[src/rtl/uart_pkg.sv]
// Shared types and constants for the buffered UART transmitter.
// The baud helper lets a top level derive its bit period from clock and baud rate.
package uart_pkg;

  typedef enum logic [1:0] {
    PARITY_NONE,
    PARITY_ODD,
    PARITY_EVEN
  } parity_e;

  typedef enum logic [2:0] {
    S_IDLE,
    S_START,
    S_DATA,
    S_PARITY,
    S_STOP
  } tx_state_e;

  localparam int CLK_72MHZ_HZ = 72_000_000;

  // Rounded to the nearest whole clock.
  function automatic int clks_per_bit(input int clk_hz, input int baud);
    return (clk_hz + baud / 2) / baud;
  endfunction

endpackage

[src/rtl/sync_fifo.sv]
// Single-clock FIFO with wrap-bit pointers and registered full/empty/level flags.
// The read port shows the head word combinationally; rd_en pops it.
module sync_fifo #(
  parameter int WIDTH = 8,
  parameter int DEPTH = 16
) (
  input  logic                     clk,
  input  logic                     rst_n,
  input  logic [WIDTH-1:0]         wr_data,
  input  logic                     wr_en,
  input  logic                     rd_en,
  output logic [WIDTH-1:0]         rd_data,
  output logic                     full,
  output logic                     empty,
  output logic [$clog2(DEPTH):0]   level
);

  localparam int AW = $clog2(DEPTH);

  logic [WIDTH-1:0] mem [DEPTH];
  logic [AW:0]      wr_ptr, rd_ptr, wr_nxt, rd_nxt;
  logic             push, pop;

  assign push    = wr_en && !full;
  assign pop     = rd_en && !empty;
  assign wr_nxt  = wr_ptr + (AW+1)'(push);
  assign rd_nxt  = rd_ptr + (AW+1)'(pop);
  assign rd_data = mem[rd_ptr[AW-1:0]];

  always_ff @(posedge clk) begin
    if (push) mem[wr_ptr[AW-1:0]] <= wr_data;
  end

  // Flags are computed from the next pointers so they stay registered yet current.
  always_ff @(posedge clk or negedge rst_n) begin
    if (!rst_n) begin
      wr_ptr <= '0;
      rd_ptr <= '0;
      full   <= 1'b0;
      empty  <= 1'b1;
      level  <= '0;
    end else begin
      wr_ptr <= wr_nxt;
      rd_ptr <= rd_nxt;
      full   <= (wr_nxt[AW] != rd_nxt[AW]) && (wr_nxt[AW-1:0] == rd_nxt[AW-1:0]);
      empty  <= (wr_nxt == rd_nxt);
      level  <= wr_nxt - rd_nxt;
    end
  end

endmodule

[src/rtl/uart_tx_fifo.sv]
// Buffered UART transmitter: FIFO-fed frame engine with configurable data width,
// parity and stop bits; queued words leave back-to-back with no idle gap.
module uart_tx_fifo
  import uart_pkg::*;
#(
  parameter int      CLKS_PER_BIT = clks_per_bit(CLK_72MHZ_HZ, 115200),
  parameter int      DATA_BITS    = 8,
  parameter parity_e PARITY       = PARITY_NONE,
  parameter int      STOP_BITS    = 1,
  parameter int      FIFO_DEPTH   = 16
) (
  input  logic                          clk,
  input  logic                          rst_n,
  input  logic [DATA_BITS-1:0]          wr_data,
  input  logic                          wr_valid,
  output logic                          wr_ready,
  output logic                          serial_tx,
  output logic                          busy,
  output logic [$clog2(FIFO_DEPTH):0]   fifo_level
);

  localparam int TW = (CLKS_PER_BIT > 1) ? $clog2(CLKS_PER_BIT) : 1;
  localparam int BW = $clog2(DATA_BITS + 1);
  localparam logic [TW-1:0] T_LAST    = TW'(CLKS_PER_BIT - 1);
  localparam logic [BW-1:0] DATA_LAST = BW'(DATA_BITS - 1);
  localparam logic [BW-1:0] STOP_LAST = BW'(STOP_BITS - 1);

  if (CLKS_PER_BIT < 2) begin : g_bad_cpb
    $error("uart_tx_fifo: CLKS_PER_BIT must be at least 2");
  end
  if (DATA_BITS < 5 || DATA_BITS > 8) begin : g_bad_db
    $error("uart_tx_fifo: DATA_BITS must be 5..8");
  end
  if (STOP_BITS < 1 || STOP_BITS > 2) begin : g_bad_sb
    $error("uart_tx_fifo: STOP_BITS must be 1 or 2");
  end
  if (FIFO_DEPTH < 2 || (FIFO_DEPTH & (FIFO_DEPTH - 1)) != 0) begin : g_bad_fd
    $error("uart_tx_fifo: FIFO_DEPTH must be a power of two >= 2");
  end

  tx_state_e            state;
  logic [TW-1:0]        timer;
  logic [BW-1:0]        bit_cnt;
  logic [DATA_BITS-1:0] shift;
  logic                 par_q;

  logic                 fifo_full, fifo_empty;
  logic [DATA_BITS-1:0] fifo_rd;
  logic                 bit_end, pop, par_calc;

  sync_fifo #(
    .WIDTH (DATA_BITS),
    .DEPTH (FIFO_DEPTH)
  ) u_fifo (
    .clk     (clk),
    .rst_n   (rst_n),
    .wr_data (wr_data),
    .wr_en   (wr_valid),
    .rd_en   (pop),
    .rd_data (fifo_rd),
    .full    (fifo_full),
    .empty   (fifo_empty),
    .level   (fifo_level)
  );

  assign bit_end  = (timer == T_LAST);
  assign par_calc = (PARITY == PARITY_ODD) ? ~(^fifo_rd) : (^fifo_rd);
  // Pop either from idle or on the very last stop cycle, so the next start bit follows directly.
  assign pop      = !fifo_empty &&
                    ((state == S_IDLE) || (state == S_STOP && bit_end && bit_cnt == STOP_LAST));
  assign wr_ready = !fifo_full;
  assign busy     = (state != S_IDLE) || !fifo_empty;

  always_ff @(posedge clk or negedge rst_n) begin
    if (!rst_n) begin
      state     <= S_IDLE;
      timer     <= '0;
      bit_cnt   <= '0;
      shift     <= '0;
      par_q     <= 1'b0;
      serial_tx <= 1'b1;
    end else begin
      if (state == S_IDLE || bit_end) timer <= '0;
      else                            timer <= timer + TW'(1);

      case (state)
        S_IDLE: begin
          if (pop) begin
            shift     <= fifo_rd;
            par_q     <= par_calc;
            serial_tx <= 1'b0;
            state     <= S_START;
          end
        end
        S_START: begin
          if (bit_end) begin
            serial_tx <= shift[0];
            shift     <= shift >> 1;
            bit_cnt   <= '0;
            state     <= S_DATA;
          end
        end
        S_DATA: begin
          if (bit_end) begin
            if (bit_cnt == DATA_LAST) begin
              bit_cnt <= '0;
              if (PARITY != PARITY_NONE) begin
                serial_tx <= par_q;
                state     <= S_PARITY;
              end else begin
                serial_tx <= 1'b1;
                state     <= S_STOP;
              end
            end else begin
              serial_tx <= shift[0];
              shift     <= shift >> 1;
              bit_cnt   <= bit_cnt + BW'(1);
            end
          end
        end
        S_PARITY: begin
          if (bit_end) begin
            serial_tx <= 1'b1;
            bit_cnt   <= '0;
            state     <= S_STOP;
          end
        end
        S_STOP: begin
          if (bit_end) begin
            if (bit_cnt == STOP_LAST) begin
              bit_cnt <= '0;
              if (pop) begin
                shift     <= fifo_rd;
                par_q     <= par_calc;
                serial_tx <= 1'b0;
                state     <= S_START;
              end else begin
                state <= S_IDLE;
              end
            end else begin
              bit_cnt <= bit_cnt + BW'(1);
            end
          end
        end
        default: begin
          serial_tx <= 1'b1;
          state     <= S_IDLE;
        end
      endcase
    end
  end

endmodule
[config.mk]
export PLATFORM = sky130hd
export DESIGN_NAME = uart_tx_fifo
export DESIGN_NICKNAME = d
export VERILOG_FILES = /design/src/rtl/uart_pkg.sv /design/src/rtl/sync_fifo.sv /design/src/rtl/uart_tx_fifo.sv
export SDC_FILE = /design/constraint.sdc
export NUM_CORES = 1
export LEC_CHECK = 0
export ABC_AREA = 1
export CAP_MARGIN = 20
export CORE_UTILIZATION = 45
export DETAILED_ROUTE_END_ITERATION = 8
export PLACE_DENSITY_LB_ADDON = 0.05
export SETUP_SLACK_MARGIN = 0.2
export SLEW_MARGIN = 10
export SYNTH_ARGS = -nofsm -noshare
export SYNTH_HDL_FRONTEND = slang
export SYNTH_SLANG_ARGS = --single-unit
[constraint.sdc]
create_clock -name clk -period 2.55 [get_ports clk]
set_clock_uncertainty 0.15 [all_clocks]
set_input_delay 0.255 -clock clk [delete_from_list [all_inputs] [get_ports clk]]
set_output_delay 0.255 -clock clk [all_outputs]
set_load 0.05 [all_outputs]
==> results.txt <==
The average footprint of a synthesized cell came out at 9.92 um^2. The via count of the first global-routing pass is roughly 5,000. The cell count after synthesis came out at ~760. The run finished with clean final reports.

The number of max-slew violations in the final report came to 0. The cell family contributing the most delay on the critical path is adder cells. The clock tree from TritonCTS is done. The total setup violations reported at the end of the flow is 0. The maximum VDD drop is between 0.6 and 0.7 mV.

Buffers placed on the I/O ports in this run total 18. Data on the critical path is required at its endpoint by 2.71 ns. The latest clock arrival within the worst-skew pair came out at 0.43 ns. The total power consumption of the routed design came out at between 0.007 and 0.008 W. The first global-routing pass estimated 27.1 mm of wire.

The detailed router's first-iteration violation count is 381. On the worst path, the slowest cell contributes a delay of 0.40 ns. 0 antenna diodes ended up in the layout. Row generation in the floorplan step produced between 40 and 50 rows.

Leaving out fill and tap cells, the most frequent cell in the layout is nand2_1. The hold violation count in the final report came out at 0. Walking the worst path, the cells encountered are inv_2 -> ha_4 -> nand2_2 -> nor2_2 -> nand3_2 -> nand2_2 -> nand2_4 -> inv_4 -> ha_4 -> ha_4 -> inv_4 -> nand2_4 -> inv_4 -> nor2_4 -> ha_2 -> nor2_1 -> inv_1 -> buf_4 -> xor2_1.

The initial antenna violation count is 0. Setup repair after global routing could not meet its margin everywhere. The average wire length per cell after detail routing is approximately 16 um. The vertical extent of the die came out at 132 um. The H-tree depth reported by CTS is 4. The synthesized design contains 171 register bits. The share of final-layout standard cells stronger than drive strength 1 is 0.162. The number of buffers between clock root and the deepest sink is 2.

The unique cell type count in the Yosys netlist came out at 34. The number of CTS-inserted buffers came out at 17. The share of the Yosys chip area taken by registers is 0.652. The worst hold path belongs to the class in -> async. The clock sink total came out at 171. Of all nets on the critical path, the largest fanout is 2. The count of warnings emitted by yosys came out at 0.

The effective utilization at floorplan is 0.468. Relative to the synthesized area, the layout overhead comes to 18.9%. The number of cells in the design after placement is 997. The count of buffer and inverter cells on the critical path is 6.

The x dimension of the die came out at 132 um. The top cell types in the final layout, fill and taps aside, are nand2_1, edfxtp_1, nand3_1. The residual DRC count is 0. Before antenna repair, the detailed router went through 4 iterations.

The slowest stage of the critical path belongs to the cell dfrtp_1. The critical path is of the reg -> reg type. Fill cells in the final layout number 1,420. The part of the cycle the worst path needs came out at 0.987. The power density of the placed cells came out at between 800 and 900 nW/um^2.

The region available for standard cell placement spans approximately 16,000 um^2. The maximum number of pins on one net before global-route repair came out at 66. The half-perimeter wire length of the detailed placement result came out at 10.7 mm. Hold is met by between 0.2 and 0.25 ns.

The kind of end point of the critical path is a register. The final setup TNS came out at 0 ns. The cell area after synthesis came out at 7550 um^2. STA classifies the critical path startpoint as a register. The area enclosed by the die boundary came out at between 15,000 and 20,000 um^2. The finished layout holds 1,051 standard cells, fillers aside. The total grt overflow came out at 0. The data arrival time of the critical path is ~2.7 ns. The standby leakage power came out at 3.85 nW. The overall track demand over capacity in global routing came out at 0.208.

During I/O placement, the number of pins put on the boundary was 19. The number of nets with antenna violations after detailed routing came out at 0. The transition time of the tightest slew-check pin is 0.776 ns. The total routed wirelength is 17.1 mm. The register clock-pin slew on the reported worst setup and hold paths is 0.07 ns. The via density per instance came out at 4.96.

For this block, the via count after detailed routing is 5,213. The achievable clock frequency is approximately 400 MHz. The library cell used as clock root buffer is clkbuf_16.

The fraction of the core area covered by cells at the end of the flow came out at 0.557. The number of nets in the layout came out at 843. Headroom to the max-slew limit came out at 0.481. The number of nets in the synthesized netlist is 782.

The weighted congestion at the end of routability-driven global placement came out at 0.812. The final critical-path required period is 2.52 ns. The max-cap check violation count came out at 0.
[worst register-to-register path, stage by stage (launching register included)]
cell     delay [ns]
dfrtp_1        0.40
inv_2          0.08
ha_4           0.12
nand2_2        0.04
nor2_2         0.11
nand3_2        0.09
nand2_2        0.11
nand2_4        0.07
inv_4          0.06
ha_4           0.13
ha_4           0.21
inv_4          0.08
nand2_4        0.06
inv_4          0.07
nor2_4         0.04
ha_2           0.16
nor2_1         0.11
inv_1          0.06
buf_4          0.13
xor2_1         0.15
[final cells by class]
class / count / area (um^2) / share of cell area
sequential: 171 / 4920 / 0.549
tap: 216 / 270 / 0.0301
multi-input combinational: 486 / 2330 / 0.260
clock inverter: 13 / 131 / 0.0146
timing repair buffer: 66 / 573 / 0.0639
inverter: 80 / 308 / 0.0343
clock buffer: 19 / 433 / 0.0482
[stage by stage]
stage               cell area (um^2)  setup WS, ns
floorplan                       7600         0.146
global placement                8140        0.0633
detailed placement              8140     -0.000109
CTS                             8830         0.138
global route                    8970        -0.131
finish                          8970        0.0328
[metal layers]
metal	track usage	vias to the layer above	share of wire
met2	0.331	111	0.48
met3	0.0378	12	0.040
met4	0.0620	0	0.0096
met1	0.289	2483	0.47
met5	0	-	0
li1	-	2607	-
[cell usage after synthesis]
library cell	count	share of area
and2_1	1	0.00083
nor2_1	71	0.035
dfrtp_1	41	0.14
nand3_2	3	0.0040
inv_1	66	0.033
buf_4	3	0.0030
xnor2_1	4	0.0046
clkbuf_1	6	0.0030
o21ai_4	1	0.0022
nand2_2	3	0.0025
xor2_1	5	0.0058
nor2_2	2	0.0017
nand3b_1	1	0.00099
inv_2	14	0.0070
nor2_4	2	0.0030
o21ai_0	17	0.011
xnor2_2	1	0.0022
buf_2	11	0.0073
nand2_1	259	0.13
nand3_1	77	0.051
nor3_1	7	0.0046
dfstp_2	2	0.0070
ha_1	10	0.017
nand4_1	2	0.0017
nor3b_1	2	0.0020
edfxtp_1	128	0.51
o21ai_1	3	0.0020
o22ai_1	2	0.0017
buf_6	1	0.0015
o211ai_1	1	0.00099
buf_1	2	0.00099
clkbuf_2	1	0.00066
a31oi_1	2	0.0017
a21oi_1	10	0.0066
[worst paths after layout]
kind                                   end  cells past startpoint  slack (ns)     start
max                        u_fifo.level[2]                     19        0.03  timer[1]
min                               timer[4]                      2        0.23     rst_n
max reg2reg                u_fifo.level[2]                     19        0.03  timer[1]
min reg2reg                       shift[1]                      2        0.33  shift[1]
max in group asynchronous     u_fifo.empty                      3        1.41     rst_n
min in group clk                  shift[1]                      2        0.33  shift[1]
[state kept, by name, indices dropped and copies added (netlist names), 3 cells and up]
| register | flops |
|---|---|
| timer | 10 |
| u_fifo.level | 5 |
| shift | 8 |
| u_fifo.wr_ptr | 5 |
| state | 3 |
| bit_cnt | 4 |
| u_fifo.rd_ptr | 5 |
| u_fifo.mem | 128 |
[repair_timing]
| item | 4_1_cts | 5_1_grt |
|---|---|---|
| pin swaps | 8 | 16 |
| buffers inserted | 13 | 8 |
| endpoints found under the hold margin | 22 | 0 |
| resized for setup | 8 | 21 |
| hold buffers | 1 | 0 |
| endpoints found under the setup margin | 4 | 8 |
[cell families (layout without fill, tap and decap cells)]
kind of cell,after synthesis,after routing,synth area share
AOI/OAI and AO/OA,36,36,0.0264
xor gates and xnor gates,10,10,0.0126
adders and majority gates,10,10,0.0166
buffers and inverters,104,178,0.0562
DFF,171,171,0.652
and+or+nand+nor,430,430,0.236
[power breakdown]
group | internal (W) | switching [W]
combinational | 0.000494 | 0.000838
sequential | 0.00332 | 0.000114
clock | 0.00137 | 0.00112
Power figures use the tool's default switching activity.
